--- src/rtl/clock_divider_multi.sv ---
// Multi-channel runtime-programmable integer clock divider with registered clock and tick outputs.
// Define CLKDIV_SYNC_RESTART_EN to add the sync_restart port that phase-aligns all channels.
module clock_divider_multi #(
    parameter int unsigned NUM_CH      = 4,
    parameter int unsigned DIV_W       = 8,
    parameter int unsigned DEFAULT_DIV = 2,
    localparam int unsigned SEL_W      = (NUM_CH > 1) ? $clog2(NUM_CH) : 1
) (
    input  logic              clk_in,
    input  logic              rst_n,
    input  logic              div_we,
    input  logic [SEL_W-1:0]  div_sel,
    input  logic [DIV_W-1:0]  div_data,
`ifdef CLKDIV_SYNC_RESTART_EN
    input  logic              sync_restart,
`endif
    output logic [NUM_CH-1:0] clk_out,
    output logic [NUM_CH-1:0] tick
);

    logic [DIV_W-1:0]  cnt_q  [NUM_CH];
    logic [DIV_W-1:0]  cnt_d  [NUM_CH];
    logic [DIV_W-1:0]  act_q  [NUM_CH];
    logic [DIV_W-1:0]  act_d  [NUM_CH];
    logic [DIV_W-1:0]  pend_q [NUM_CH];
    logic [DIV_W-1:0]  pend_d [NUM_CH];
    logic [NUM_CH-1:0] clk_out_q;
    logic [NUM_CH-1:0] clk_out_d;
    logic [NUM_CH-1:0] tick_q;
    logic [NUM_CH-1:0] tick_d;
    logic [NUM_CH-1:0] wrap_c;
    logic              wrap_pend_q;

    // Per-channel next state; a wrap always adopts the pre-edge pending divisor.
    always_comb begin
        wrap_c    = '0;
        clk_out_d = '0;
        tick_d    = '0;
        for (int i = 0; i < NUM_CH; i++) begin
            cnt_d[i]  = cnt_q[i];
            act_d[i]  = act_q[i];
            pend_d[i] = pend_q[i];

            wrap_c[i] = wrap_pend_q
                      || (act_q[i] == '0)
                      || (cnt_q[i] == act_q[i] - DIV_W'(1));
`ifdef CLKDIV_SYNC_RESTART_EN
            wrap_c[i] = wrap_c[i] || sync_restart;
`endif

            if (div_we && (div_sel == SEL_W'(i))) begin
                pend_d[i] = div_data;
            end

            if (wrap_c[i]) begin
                act_d[i]  = pend_q[i];
                cnt_d[i]  = '0;
                tick_d[i] = (pend_q[i] != '0);
            end else begin
                cnt_d[i]  = cnt_q[i] + DIV_W'(1);
                tick_d[i] = 1'b0;
            end

            // High for floor(N/2) cycles of each period; held low for N<=1.
            clk_out_d[i] = (act_d[i] >= DIV_W'(2)) && (cnt_d[i] < (act_d[i] >> 1));
        end
    end

    always_ff @(posedge clk_in or negedge rst_n) begin
        if (!rst_n) begin
            wrap_pend_q <= 1'b1;
            clk_out_q   <= '0;
            tick_q      <= '0;
            for (int i = 0; i < NUM_CH; i++) begin
                cnt_q[i]  <= '0;
                act_q[i]  <= DIV_W'(DEFAULT_DIV);
                pend_q[i] <= DIV_W'(DEFAULT_DIV);
            end
        end else begin
            wrap_pend_q <= 1'b0;
            clk_out_q   <= clk_out_d;
            tick_q      <= tick_d;
            for (int i = 0; i < NUM_CH; i++) begin
                cnt_q[i]  <= cnt_d[i];
                act_q[i]  <= act_d[i];
                pend_q[i] <= pend_d[i];
            end
        end
    end

    assign clk_out = clk_out_q;
    assign tick    = tick_q;

endmodule

--- config.mk ---
export PLATFORM = sky130hd
export DESIGN_NAME = clock_divider_multi
export DESIGN_NICKNAME = d
export VERILOG_FILES = /design/src/rtl/clock_divider_multi.sv
export SDC_FILE = /design/constraint.sdc
export NUM_CORES = 1
export LEC_CHECK = 0
export CORE_MARGIN = 2
export CORE_UTILIZATION = 55
export CTS_CLUSTER_SIZE = 12
export DETAILED_ROUTE_END_ITERATION = 10
export GPL_ROUTABILITY_DRIVEN = 1
export PLACE_DENSITY = 0.82
export SKIP_CTS_REPAIR_TIMING = 1
export SLEW_MARGIN = 10
export SYNTH_ARGS = -nofsm -noshare
export SYNTH_HDL_FRONTEND = slang
export SYNTH_SLANG_ARGS = --single-unit
--- constraint.sdc ---
create_clock -name clk_in -period 4.4 [get_ports clk_in]
set_input_delay 0.88 -clock clk_in [delete_from_list [all_inputs] [get_ports clk_in]]
set_output_delay 0.88 -clock clk_in [all_outputs]
set_load 0.1 [all_outputs]
**Word-level counts from Yosys, hierarchy flattened**

Cells that the tools add are included.

- Input bits: 13
- Output and inout bits: 8
- Word-level logic and storage cells: 75
- Bits in registers: 105

- Multiplexer cells: 12
- Add/sub/neg operators: 8
- Reductions and logical operators: 25
- $lt $le $gt $ge: 8
- Equal/unequal tests: 7

Operators with widths:

| kind | number |
|---|---|
| 8-bit two-way mux | 8 |
| 8-bit by 1-bit adder with 8-bit output, second input constant | 4 |
| 8-bit == test | 4 |
| 8-bit by 2-bit >= comparator with 1-bit output, second input constant | 4 |
| 8-bit logical NOT | 4 |
| 8-bit by 7-bit < comparator with 1-bit output | 4 |
| 8-bit nonzero test | 4 |
| 8-bit by 1-bit subtractor with 8-bit output, second input constant | 4 |
| 1-bit logical AND | 8 |
| 1-bit logical OR | 8 |
| 2-bit == test, second input constant | 2 |
| 1-bit two-way mux | 4 |
| 2-bit by 1-bit == test with 1-bit output, second input constant | 1 |
| 2-bit logical NOT | 1 |

**Logic depth before layout (Yosys ltp)**

- Word-level depth: 6
- Depth in mapped cells: 17
- Depth with buffers taken out: 15

**Worst setup path before layout**

Ideal clock, no wire load.

- Path kind: register -> register
- Start: reg act_q[17] (netlist name)
- End: reg clk_out_q[1], in the netlist clk_out[1]
- Required time: 4289 ps
- Arrival time: 3579 ps
- Clock period less this slack: 3690 ps
- Library setup time: 111 ps
- Buffers on the path: 2
- Setup slack: 710 ps
- Cell stages (with the launch flop): 15
- Cells stage by stage: dfstp_2 -> inv_1 -> ha_1 -> buf_6 -> o21ba_1 -> a221o_1 -> a221o_1 -> o31a_2 -> buf_2 -> mux2i_1 -> ha_1 -> a211oi_1 -> nor2_1 -> or4_4 -> a2111oi_2

- Word-level cells in the longest chain between the ends: 6
- Elaborated cells on any way between the ends: 10
- Classes of those cells: 1 x add/sub; 2 x order compare; 1 x eq/ne; 2 x mux; 4 x reduce/logical

RTL lines:

| element | RTL line | text |
|---|---|---|
| from (decl) | 23 | `logic [DIV_W-1:0] act_q [NUM_CH];` |
| from (signal, indexed assignment) | 76 | `act_q[i] <= DIV_W'(DEFAULT_DIV);` |
| from (signal, indexed assignment) | 85 | `act_q[i] <= act_d[i];` |
| 8-bit by 1-bit subtractor with 8-bit output or 8-bit logical NOT (tied branches) | 46, 45 |  |
| 8-bit == test or 1-bit logical OR (tied branches) | 46, 45 |  |
| 1-bit logical OR | 46 | `\|\| (cnt_q[i] == act_q[i] - DIV_W'(1));` |
| 8-bit two-way mux | 55 | `if (wrap_c[i]) begin` |
| 8-bit by 2-bit >= comparator with 1-bit output or 8-bit by 7-bit < comparator with 1-bit output (tied branches) | 65 | `clk_out_d[i] = (act_d[i] >= DIV_W'(2)) && (cnt_d[i] < (act_d[i] >> 1));` |
| 1-bit logical AND * | 65 |  |
| named net clk_out_d[1] | 28 | `logic [NUM_CH-1:0] clk_out_d;` |
| to (signal assigned) | 81 | `clk_out_q <= clk_out_d;` |
| to (decl) | 27 | `logic [NUM_CH-1:0] clk_out_q;` |

The timed path passes the listed nets; every way through them passes the cells marked *.
A chain may end at the register's enable or synchronous reset.

**Worst setup path in the final report**

Same ends and word-level chain as after synthesis.

==> run summary <==
worst hold path class: flop to flop
overall power: 2.85 mW
critical hold path startpoint: pend_q[25]
Rel. slew slack: 25.6%
Leakage Power: 2.93 nW
Slew @ Worst Pin: 1110 ps
proportion of synthesized area in mux cells: 10.3%
cell area after placement: 0.00625 mm^2
worst endpoint required time: 4670 ps
CTS HTree Levels: 3
Worst R2R Start: act_q[17]
first-pass GRT wire length: 21100 um
# nets final: 635
Setup WS pre-CTS: 556 ps
Routed WL: 12200 um
share of the synthesized area in the top cell type: 40.4%
die width: 108 um
setup violators final: 0
Synth Flop Type: dfrtp_1
initial antenna violation count: 0
Initial DRC Count: 163
area added between synthesis and finish: 8.48%
post-synthesis compound-gate area fraction: 10.2%
synth unique cells: 67
number of global-route vias before repair: 4402
CORE AREA: 0.0104 mm^2
Crit Path Class: flop to flop
crit path capture type: flop
EDFF count, synth: 0
grt total ovfl: 0
status: finished clean
Fin Setup TNS: 0 ps
largest net degree at the start of global routing: 63
root buf cell: clkbuf_8
largest family of logic cells by synthesized area: simple AND/OR/NAND/NOR gates
flops & latches, synth: 105
Die H: 108 um
area leader, netlist: dfrtp_1
mapped cell area: 0.00594 mm^2
clock tree sinks: 105
CTS Buf Count: 9
Avg Inst Size Synth: 10.5 um^2
Final Skew: 11.6 ps
max frequency: 257 MHz
vias per std cell: 5.83
detailed placement HPWL: 9030 um
WHS: 510 ps
number of diodes: 0
Critical path origin: act_q[17]
CTS tree: yes
Rows: 37
final hold violations: 0
Tcrit/Tclk final: 88.6%
Max IR drop VDD: 0.000248 V
Ports: 21
sequential area share after synthesis: 44.4%
fin worst setup slack: 502 ps
PortBufs: 20
ANT nets after route: 0
asr flop ratio synth: 100%
PD cells: 442 mW/mm^2
Max Transition Viols Final: 0
max-cap violations: 0
Synth Warn #: 0
final instance area: 0.00645 mm^2
Period minus WS final: 3900 ps
CP arrival: 4170 ps
Post-Synth Simple-Gate Area: 14.9%
Synth Instances: 566
Min-Delay Path Depth: 2
Initial Utilization: 57.1%
DRC Markers: 0
crit path max fanout: 9
clock latency on the worst-skew pair: 380 ps
Mapped Nets: 613
gr usage total: 23.1%
top cells by area, synth: dfrtp_1 (40%), ha_1 (7.2%), mux2_2 (6.3%)
Detailed Routing Iterations Pass 1: 5
Worst Reg-to-Reg Cells: 13
WL/cell: 16.8 um
Clk pin slew, worst setup/hold paths: 100 ps
Synth Area in XOR/XNOR: 8.69%
crit path launch type: flop
DR vias: 4250
gpl congestion: 0.865
clock tree buffer depth: 2
die area: 0.0117 mm^2
RSZ-0062 raised after global routing: false
share of cells above drive strength 1: 13.5%
Synth Area in Adders: 7.16%
[Yosys cell counts, drive strengths merged, types with 7 or more instances]
master and count:
a21oi 14, buf 9, dfrtp 96, dfstp 9
ha 34, inv 41, mux2 35, mux2i 22
nand2 29, nand3 18, nor2 50, nor2b 7
nor3 18, nor4 8, o21ai 17, or3 7
xnor2 30, xor2 29
[sequential cells by signal, summed over array words and instances, names as in the netlist]
register and cells:
act_q 32, clk_out 4, cnt_q 32, pend_q 32, tick 4, wrap_pend_q 1
[through the flow]
stage | instances | utilization (%)
after global routing | 729 | 61.9
after detailed placement | 713 | 60.0
after floorplan | 566 | -
after CTS | 729 | 61.9
after global placement | 713 | 60.0
final | 729 | 61.9
[layer usage]
metal  vias to the layer above  GRT usage (%)  wire, um  part of all wire (%)
met4                         0           9.89       339                   2.8
li1                       2030              -         -                     -
met3                        27           3.07       450                   3.7
met1                      2106           31.9      5760                    47
met2                        87           36.6      5690                    46
met5                         -              0         0                     0
[cell families (layout without fill, tap and decap cells)]
kind of cell,after synthesis,after routing
buffers and inverters,56,83
multiplexers,57,57
AO/OA/AOI/OAI,84,84
other,1,1
XOR/XNOR,59,59
adder cells (fa/ha/maj),34,34
AND/OR/NAND/NOR,170,170
flip-flops,105,105
[path summary, 6_finish.rpt]
path,to,slack (ps)
max in group asynchronous,cnt_q[0],3260
hold / removal,act_q[25],510
hold reg to reg,act_q[25],510
setup / recovery,clk_out[1],500
min in group asynchronous,cnt_q[12],570
setup reg to reg,clk_out[1],500
[worst max-delay path, cell delays in order, from the launching register on]
cell,delay [ps]
dfstp_2,580
inv_1,60
ha_1,280
o21ba_1,210
a221o_1,340
a221o_1,370
nor3_4,360
nor2_1,130
a2bb2oi_1,240
ha_1,290
a21oi_1,160
nor2b_1,70
or4_4,470
a2111oi_2,230
[cells in the final DEF (no fill, tap or decap), types with 12 or more instances in the layout]
cell type        netlist  routed
mux2_2                33      33
nor2_1                50      50
a21oi_1               14      14
xor2_1                29      29
inv_1                 41      41
nor3_1                16      16
clkbuf_8               0      12
nand2_1               28      28
clkdlybuf4s50_1        0      19
ha_1                  34      34
dfrtp_1               96      96
nand3_1               18      18
mux2i_1               22      22
xnor2_1               30      30
[where the power goes]
part | internal, mW | switching [mW] | leakage (nW)
Clock | 0.254 | 0.328 | 0.0919
Combinational | 0.393 | 0.521 | 1.55
Sequential | 1.14 | 0.215 | 1.28
Total | 1.79 | 1.06 | 2.93
[final cells by class]
| class | instances | area, um^2 |
|---|---|---|
| Fill cell | 828 | 3970 |
| Multi-Input combinational cell | 405 | 3050 |
| Sequential cell | 105 | 2640 |
| Timing Repair Buffer | 26 | 243 |
| Tap cell | 136 | 170 |
| Clock buffer | 13 | 169 |
| Inverter | 41 | 154 |
| Clock inverter | 3 | 23.8 |
(Power assumes the default switching activity.)
==> variant, RTL diff (same settings) <==
The option `CLKDIV_SYNC_RESTART_EN` is turned on by a define.
--- a/src/rtl/clock_divider_multi.sv
+++ b/src/rtl/clock_divider_multi.sv
@@ -2,2 +2,4 @@
 // Define CLKDIV_SYNC_RESTART_EN to add the sync_restart port that phase-aligns all channels.
+`define CLKDIV_SYNC_RESTART_EN
+
 module clock_divider_multi #(
Ports: changed (added sync_restart); port bits go from 21 to 22. The function was not compared with the original's and may differ.
==> variant against the original RTL <==
  * Synthesized area is 0.78% higher
  * Design area is 2.4% higher
  * Power decreased by 7.5%
  * Wire length is 7.9% higher
  * Sequential cell count unchanged
  * Maximum frequency decreased by 5.5%
  * Worst setup slack lost 230 ps
  * Sequential share of layout area decreased by 0.95 points
  * Critical path type unchanged
  * Largest power group unchanged
==> variant: results (changes against the original RTL) <==
[grt]
antenna_found_initial=0  ; unchanged
grt_use_total_pct=24.5  ; +1.4 points
grt_pass1_vias=4580  ; +4.0%
grt_pass1_wl_mm=22.4  ; +5.8%
grt_max_degree=45  ; -29%

[layout]
diodes=0  ; unchanged
drive_above_1_share_pct=14.1  ; +0.65 points
finalNetCount=644  ; +1.4%
reg_top3=act_q (32), cnt_q (32), pend_q (32)
fillers=877  ; +5.9%

[detailed_routing]
drtPass1Iterations=5  ; unchanged
dr_total_vias=4443  ; +4.5%
drt_iter0_markers=243  ; +49%
routedWlPerCell_um=17.8  ; +6.1%

[power_and_ir_drop]
peakVddDrop_v=0.000267  ; +7.9%
netSwitchingFraction_pct=33.6  ; -3.7 points
leakagePower_uw=0.00298  ; +1.8%

[cts]
clk_latency_ps=360  ; -20 ps
cts_buffer_depth=2  ; unchanged
h-tree-depth=3  ; unchanged
numCtsBuffers=9  ; unchanged
root_buffer=clkbuf_8
path_clk_slew_ps=100  ; about the same

[synthesis]
synth_area_leaders=dfrtp_1 (40%), ha_1 (7.1%), mux2_2 (5.8%)
ys_types=70  ; +4.5%
yosysWarnings=0  ; unchanged
synth_seq_area_share_pct=44.1  ; -0.34 points
syn-num-nets=617  ; +0.65%
synthTopCellsByCount=dfrtp_1 (96), nor2_1 (53), xnor2_1 (38)
ys_async_sr_fraction_pct=100  ; unchanged

[worst_setup_path]
max_stage_delay_ps=600  ; +20 ps
cp_slowest_cell=o21ai_1
critPathLaunch=act_q[1]$_DFF_PN1_
crit_fanout=9  ; unchanged
critPathTopFamily=compound AO/OA/AOI/OAI gates
arrival_ps=4440  ; +270 ps

[place]
postPlaceCellArea_um2=6380  ; +2.0%
place_ws_ps=383  ; -173 ps
numPortBuffers=21  ; +5.0%
dp_hpwl_mm=10.1  ; +12%
gp_congestion=0.946  ; +9.3%

[timing]
max-slew-margin-rel_pct=35.2  ; +9.6 points
skew_ps=8.21  ; -3.38 ps

[hold_path]
hold_path.class=input pin to async pin

[run_status]
status=finished, final reports clean

variant: changes by cell type after synthesis, sizes merged, moves of 5 or more:
cell	change
xnor2	+8
and2	+7
inv	-6
nand2	-6
and3	+5
nand4	+5
variant: area by class of cell:
type | count | share of cell area, %
flip-flops and latches | 105 | 40.0
repair buffers | 29 | 4.06
inverters | 35 | 1.99
well taps | 140 | 2.65
clock buffers | 12 | 2.20
clock inverters | 4 | 1.18
multi-input cells | 416 | 48.0
variant: worst reg2reg max path: stages (launching register included):
cell	delay, ps
dfstp_2	560
inv_1	90
ha_1	250
xnor2_1	220
a32oi_1	80
or4_1	560
o21ai_1	600
buf_4	270
nor2_1	80
ha_1	330
a21o_1	190
a21oi_1	150
nor2b_1	70
o21ai_0	150
nand2b_1	80
a211oi_1	240
o211a_1	170
variant: power groups by stage:
stage	Sequential (µW)	Combinational [µW]	Clock, µW
after floorplan	1280	487	0
after global placement	1280	651	0
after detailed placement	1290	693	0
after CTS	1270	698	675
after global routing	1300	772	712
final	1280	696	665
variant: kinds of logic (layout without fill, tap and decap cells):
group | count (synthesis) | after routing | share of synthesized area (%)
XOR/XNOR | 63 | 63 | 9.34
flip-flops | 105 | 105 | 44.1
AND/OR/NAND/NOR | 187 | 187 | 17.3
multiplexers | 50 | 50 | 9.00
buffers and inverters | 48 | 80 | 3.09
AO/OA/AOI/OAI | 81 | 81 | 10.1
adder cells (fa/ha/maj) | 34 | 34 | 7.10
other | 1 | 1 | 0.0626
variant: final timing paths:
kind / cells past startpoint / slack (ps) / endpoint
max in group asynchronous: 2 / 2940 / pend_q[25]$_DFFE_PN1P_
max reg2reg: 16 / 270 / clk_out[3]$_DFF_PN0_
min in group clk_in: 1 / 540 / pend_q[12]$_DFFE_PN0P_
max: 16 / 270 / clk_out[3]$_DFF_PN0_
min: 1 / 510 / cnt_q[1]$_DFF_PN0_
min reg2reg: 1 / 540 / pend_q[12]$_DFFE_PN0P_
variant: per-stage QoR:
stage / std cells / total power, µW / util [%] / hold WS [ps]
floorplan: 569 / 1770 / - / 458
global route: 741 / 2780 / 61.4 / 556
CTS: 741 / 2640 / 61.4 / 530
global placement: 725 / 1930 / 59.4 / 491
detailed placement: 725 / 1980 / 59.4 / 518
finish: 741 / 2640 / 61.4 / 510
variant: layer usage:
layer,share of wire (%),up-vias,wire length (µm),GRT usage (%)
met3,3.5,37,459,2.83
met5,0,-,0,0
li1,-,2086,-,-
met4,2.9,0,386,10.6
met1,44,2204,5840,32.9
met2,49,116,6510,40.1
